==> config.mk <==
export PLATFORM = sky130hd
export DESIGN_NAME = vpu_reduction_sequencer
export DESIGN_NICKNAME = d
export VERILOG_FILES = /design/src/rtl/vpu_reduction_sequencer.sv
export SDC_FILE = /design/constraint.sdc
export NUM_CORES = 2
export LEC_CHECK = 0
export CAP_MARGIN = 25
export CORE_AREA = 5 5 603 605
export DETAILED_ROUTE_END_ITERATION = 10
export DIE_AREA = 0 0 608 610
export DONT_BUFFER_PORTS = 1
export PLACE_DENSITY = 0.4
export SLEW_MARGIN = 20
export SYNTH_ARGS = -nofsm -noshare
export SYNTH_HDL_FRONTEND = slang
export SYNTH_SLANG_ARGS = --single-unit
==> constraint.sdc <==
create_clock -name clk -period 3 [get_ports clk]
set_input_delay 0.6 -clock clk [delete_from_list [all_inputs] [get_ports clk]]
set_output_delay 0.6 -clock clk [all_outputs]
set_load 0.005 [all_outputs]
==> src/rtl/vpu_reduction_sequencer.sv <==
// vpu_reduction_sequencer: splits one vector reduction request into
// EXEC_CNT chunks, feeds them to the reduction unit, returns lane 0.

module vpu_reduction_sequencer #(
    parameter int OPERAND_WIDTH    = 16,
    parameter int ELEM_PER_DIM_CNT = 64,
    parameter int EXEC_CNT         = 4,
    parameter int TIMEOUT_CYCLES   = 255,
    localparam int CHUNK_W = (ELEM_PER_DIM_CNT / EXEC_CNT) * OPERAND_WIDTH,
    localparam int VEC_W   = ELEM_PER_DIM_CNT * OPERAND_WIDTH
) (
    input  logic                     clk,
    input  logic                     rst_n,
    input  logic                     req_valid_i,
    output logic                     req_ready_o,
    input  logic [1:0]               req_op_i,
    input  logic [VEC_W-1:0]         req_vec_i,
    output logic                     ru_start_o,
    output logic                     ru_sum_o,
    output logic                     ru_max_o,
    output logic [CHUNK_W-1:0]       ru_operand_o,
    input  logic [CHUNK_W-1:0]       ru_dout_i,
    input  logic                     ru_done_i,
    output logic                     rsp_valid_o,
    input  logic                     rsp_ready_i,
    output logic [OPERAND_WIDTH-1:0] rsp_data_o,
    output logic                     rsp_err_o,
    output logic                     busy_o
);

    localparam int CIDX_W = $clog2(EXEC_CNT);
    localparam logic [CIDX_W-1:0] LAST_CHUNK = CIDX_W'(EXEC_CNT - 1);
    localparam logic [15:0] WDOG_LIMIT = 16'(TIMEOUT_CYCLES);

    typedef enum logic [1:0] {
        IDLE  = 2'd0,
        ISSUE = 2'd1,
        WAIT  = 2'd2,
        RESP  = 2'd3
    } state_e;

    state_e                   state_q;
    logic                     req_ready_q;
    logic                     busy_q;
    logic                     ru_start_q;
    logic                     ru_sum_q;
    logic                     ru_max_q;
    logic                     rsp_valid_q;
    logic                     rsp_err_q;
    logic [OPERAND_WIDTH-1:0] rsp_data_q;
    logic [VEC_W-1:0]         vec_q;
    logic [CHUNK_W-1:0]       ru_operand_q;
    logic [CIDX_W-1:0]        chunk_q;
    logic [CIDX_W-1:0]        chunk_d;
    logic [15:0]              wdog_q;
    logic [15:0]              wdog_d;
    logic [CHUNK_W-1:0]       chunk_w [EXEC_CNT];
    logic                     accept_w;
    logic                     op_legal_w;
    logic                     unused_dout_w;

    for (genvar g = 0; g < EXEC_CNT; g++) begin : g_chunk
        assign chunk_w[g] = vec_q[g*CHUNK_W +: CHUNK_W];
    end

    assign chunk_d       = chunk_q + 1'b1;
    assign wdog_d        = wdog_q + 16'd1;
    assign accept_w      = req_valid_i && req_ready_q;
    assign op_legal_w    = (req_op_i == 2'b01) || (req_op_i == 2'b10);
    assign unused_dout_w = ^ru_dout_i[CHUNK_W-1:OPERAND_WIDTH];

    // Sequencer FSM; every output is a register updated with the next state.
    always_ff @(posedge clk or negedge rst_n) begin
        if (!rst_n) begin
            state_q      <= IDLE;
            req_ready_q  <= 1'b1;
            busy_q       <= 1'b0;
            ru_start_q   <= 1'b0;
            ru_sum_q     <= 1'b0;
            ru_max_q     <= 1'b0;
            rsp_valid_q  <= 1'b0;
            rsp_err_q    <= 1'b0;
            rsp_data_q   <= '0;
            vec_q        <= '0;
            ru_operand_q <= '0;
            chunk_q      <= '0;
            wdog_q       <= '0;
        end else begin
            unique case (state_q)
                IDLE: begin
                    if (accept_w) begin
                        vec_q        <= req_vec_i;
                        ru_operand_q <= req_vec_i[CHUNK_W-1:0];
                        chunk_q      <= '0;
                        wdog_q       <= '0;
                        req_ready_q  <= 1'b0;
                        busy_q       <= 1'b1;
                        if (op_legal_w) begin
                            ru_sum_q   <= req_op_i[0];
                            ru_max_q   <= req_op_i[1];
                            ru_start_q <= 1'b1;
                            state_q    <= ISSUE;
                        end else begin
                            rsp_valid_q <= 1'b1;
                            rsp_err_q   <= 1'b1;
                            rsp_data_q  <= '0;
                            state_q     <= RESP;
                        end
                    end
                end
                ISSUE: begin
                    ru_start_q <= 1'b0;
                    wdog_q     <= '0;
                    state_q    <= WAIT;
                end
                WAIT: begin
                    if (ru_done_i) begin
                        if (chunk_q == LAST_CHUNK) begin
                            rsp_data_q  <= ru_dout_i[OPERAND_WIDTH-1:0];
                            rsp_err_q   <= 1'b0;
                            rsp_valid_q <= 1'b1;
                            state_q     <= RESP;
                        end else begin
                            chunk_q      <= chunk_d;
                            ru_operand_q <= chunk_w[chunk_d];
                            ru_start_q   <= 1'b1;
                            state_q      <= ISSUE;
                        end
                    end else begin
                        wdog_q <= wdog_d;
                        if (wdog_d == WDOG_LIMIT) begin
                            rsp_data_q  <= '0;
                            rsp_err_q   <= 1'b1;
                            rsp_valid_q <= 1'b1;
                            state_q     <= RESP;
                        end
                    end
                end
                RESP: begin
                    if (rsp_ready_i) begin
                        rsp_valid_q <= 1'b0;
                        req_ready_q <= 1'b1;
                        busy_q      <= 1'b0;
                        ru_sum_q    <= 1'b0;
                        ru_max_q    <= 1'b0;
                        state_q     <= IDLE;
                    end
                end
                default: begin
                    state_q     <= IDLE;
                    req_ready_q <= 1'b1;
                    busy_q      <= 1'b0;
                    ru_start_q  <= 1'b0;
                    rsp_valid_q <= 1'b0;
                end
            endcase
        end
    end

    assign req_ready_o  = req_ready_q;
    assign busy_o       = busy_q;
    assign ru_start_o   = ru_start_q;
    assign ru_sum_o     = ru_sum_q;
    assign ru_max_o     = ru_max_q;
    assign ru_operand_o = ru_operand_q;
    assign rsp_valid_o  = rsp_valid_q;
    assign rsp_err_o    = rsp_err_q;
    assign rsp_data_o   = rsp_data_q;

endmodule

==> out/metrics.yaml <==
routing:
  via_per_inst: 3.96
  totalWireLength_mm: 289
  drc_errors: 0
  via_count: 47800
  post_drt_wl_per_cell_um: 23.9
  dr.pass1.iters: 6
  final_antenna_net_count: 0
  drt_iter0_drc: 3230
critical_path:
  path_max_fanout: 17
  endpoint_kind: "register"
  crit_chain: "ha_1, nand3_2, nor3_4, nand3_1, a2111o_1, or4b_1, buf_4, a32o_1"
  required_ns: 3.68
  timing_worst_setup_path_type: "register to register"
  max_stage_delay_ns: 0.51
  cp.arrival_ns: 3.47
  path_delay_family: "simple AND/OR/NAND/NOR gates"
  cp_num_buf_inv: 1
  cp-start-kind: "register"
  critPathSlowestCell: "or4b_1"
timing:
  timing.final.crit_share_pct: 92.8
  worst_slew_pin_slew_ns: 0.899
  finalHoldViolCount: 0
  relSlewSlack_pct: 40.0
  finClkSkew_ns: 0.107
  max_freq_mhz: 359
  rsz0062_at_grt: "false"
  timing.final.ws_setup_ns: 0.215
  finalSetupTns_ns: 0
  fin_crit_ns: 2.78
  maxSlewViolCount: 0
  setup_violations: 0
pwr:
  power.total_uw: 42100
  p_leak_uw: 0.0389
  power-per-cell-area_nw_per_um2: 517
  max-vdd-ir-drop_mv: 0.413
clock_tree:
  tritoncts: "done"
  clk_path_buf_depth: 4
  numClockSinks: 1323
  htree_levels: 4
  cts_resized: 0
  clk_pin_slew_ns: 0.06
  root_buffer: "clkbuf_16"
  clk_latency_ns: 0.90
  cts_made_buffers: 172
synth:
  syn_inst: 5984
  synth_top_cell_area_share_pct: 57.3
  syn_nets: 7274
  yosysTopAreaCell: "dfrtp_1"
  yosys-top-cells-area: "dfrtp_1, nand2_1, mux4_2"
  synth_seq_cells: 1323
  synth_edf_count: 0
  yosysUniqueCellTypes: 45
  avgSynthCellArea_um2: 9.65
  synthesis.area_um2: 57800
  yosysWarnings: 0
  seq_area_frac_synth_pct: 57.3
  synthArstFlopShare_pct: 100
  ys_dominant_reg_cell: "dfrtp_1"
layout:
  drive_above_1_share_pct: 11.1
  fill_cells: 38600
  nNetsFinal: 8375
  final_area_um2: 81500
  final_core_util_pct: 22.8
  area_growth_pct: 41.0
floorplan:
  die_y_um: 610
  fp-row-count: 220
  die_area_um2: 371000
  fp.dieW_um: 608
  core_um2: 358000
  ios: 1566
  start_util_pct: 16.2
worst_hold_path:
  hp-class: "primary input to register"
grt:
  grt_start_max_net_pins: 106
  grt_pass1_wl_mm: 400
  antenna_found_initial: 94
  grt_pass1_vias: 50400
  grt_use_total_pct: 15.0
  grt.overflow.total: 0
run_status:
  outcome: "completed"
placement:
  port_buffers: 0
  post-dp-hpwl_mm: 223
  gp_congestion: 0.869
  dpl_cell_area_um2: 65300
  dpl_worst_slack_ns: 0.101
flow_run:
  drv_cap: 0
==> cell families (layout without fill, tap and decap cells) <==
group | count (synthesis) | count (layout) | share of synthesized area, %
other | 0 | 71 | 0
adders and majority gates | 3 | 3 | 0.0650
DFF | 1323 | 1323 | 57.3
xor gates and xnor gates | 9 | 9 | 0.136
and+or+nand+nor | 3417 | 3417 | 22.4
muxes | 513 | 513 | 14.4
buffers and inverters | 391 | 1620 | 2.58
AOI/OAI and AO/OA | 328 | 328 | 3.05
==> worst register-to-register path: stages (launching register included) <==
cell and delay (ns):
dfrtp_1 0.35, ha_1 0.26, nand3_2 0.20, nor3_4 0.31, nand3_1 0.12, a2111o_1 0.44, or4b_1 0.51, buf_4 0.21
a32o_1 0.27
==> metrics by stage <==
stage               std cells  hold slack, ns
global route            12000          0.0249
floorplan                5984           0.304
finish                  12100          0.0694
global placement        10600           0.452
CTS                     12000        0.000458
detailed placement      10600           0.458
==> power by group <==
part	total, µW	internal [µW]	switching [µW]
Sequential	18500	18000	438
Combinational	2670	1330	1340
Clock	21000	12100	8900
Total	42100	31500	10700
==> cell usage in the layout, fill, tap and decap left out, types with 6 or more instances in the layout <==
master,netlist,routed
a21oi_1,13,13
a32o_1,16,16
buf_12,0,74
buf_4,0,199
bufinv_16,0,9
clkbuf_1,339,42
clkbuf_16,0,173
clkbuf_8,0,25
clkinv_2,0,23
clkinv_4,0,6
clkinvlp_4,0,9
dfrtp_1,1322,1321
diode_2,0,71
dlygate4sd3_1,0,1039
inv_6,0,6
mux2i_1,256,256
mux4_2,256,256
nand2_1,3352,3352
nand3_1,8,8
nor2_1,27,26
o21ai_0,283,283
==> synth_stat cells (5+ instances only) <==
cell and count:
buf_2 6, clkbuf_1 339, or3_1 6, xnor2_1 5, mux2i_1 256, a21oi_1 13, buf_1 39, nor2_1 27
inv_1 5, nand4_1 5, nand3_1 8, dfrtp_1 1322, nand2_1 3352, mux4_2 256, a32o_1 16, o21ai_0 283
==> worst paths after layout <==
| kind | slack, ns | start | depth (start not counted) | end |
|---|---|---|---|---|
| worst max register to register | 0.22 | wdog_q[0] | 8 | rsp_data_o[6] |
| worst max-delay path | 0.22 | wdog_q[0] | 8 | rsp_data_o[6] |
| worst min-delay path | 0.07 | req_vec_i[169] | 2 | ru_operand_o[169] |
| worst min register to register | 0.47 | vec_q[671] | 2 | vec_q[671] |
| max in group asynchronous | 1.43 | rst_n | 3 | vec_q[229] |
| min in group asynchronous | 0.39 | rst_n | 2 | vec_q[258] |
==> state kept, by name, indices dropped and copies added, names as in the netlist, 2 cells and up <==
name	count
vec_q	1024
ru_operand_o	256
rsp_data_o	16
wdog_q	16
chunk_q	2
state_q	2
==> layout make-up <==
class	count	area, µm²	share of cell area, %
Antenna cell	71	178	0.218
Clock buffer	240	4830	5.93
Clock inverter	62	752	0.923
Inverter	5	18.8	0.0230
Multi-Input combinational cell	4270	23200	28.5
Sequential cell	1323	33100	40.6
Tap cell	4773	5970	7.33
Timing Repair Buffer	1313	13400	16.5
==> routing by layer <==
metal	routed length, µm	track usage, %
met1	110000	17.0
met2	143000	26.1
met3	22800	4.77
met4	12400	5.77
met5	97	0
==> timing repair <==
action	in CTS	in global routing
hold buffers	1039	0
buffers inserted	0	0
hold endpoints to repair	1271	0
Power figures use the tool's default switching activity.
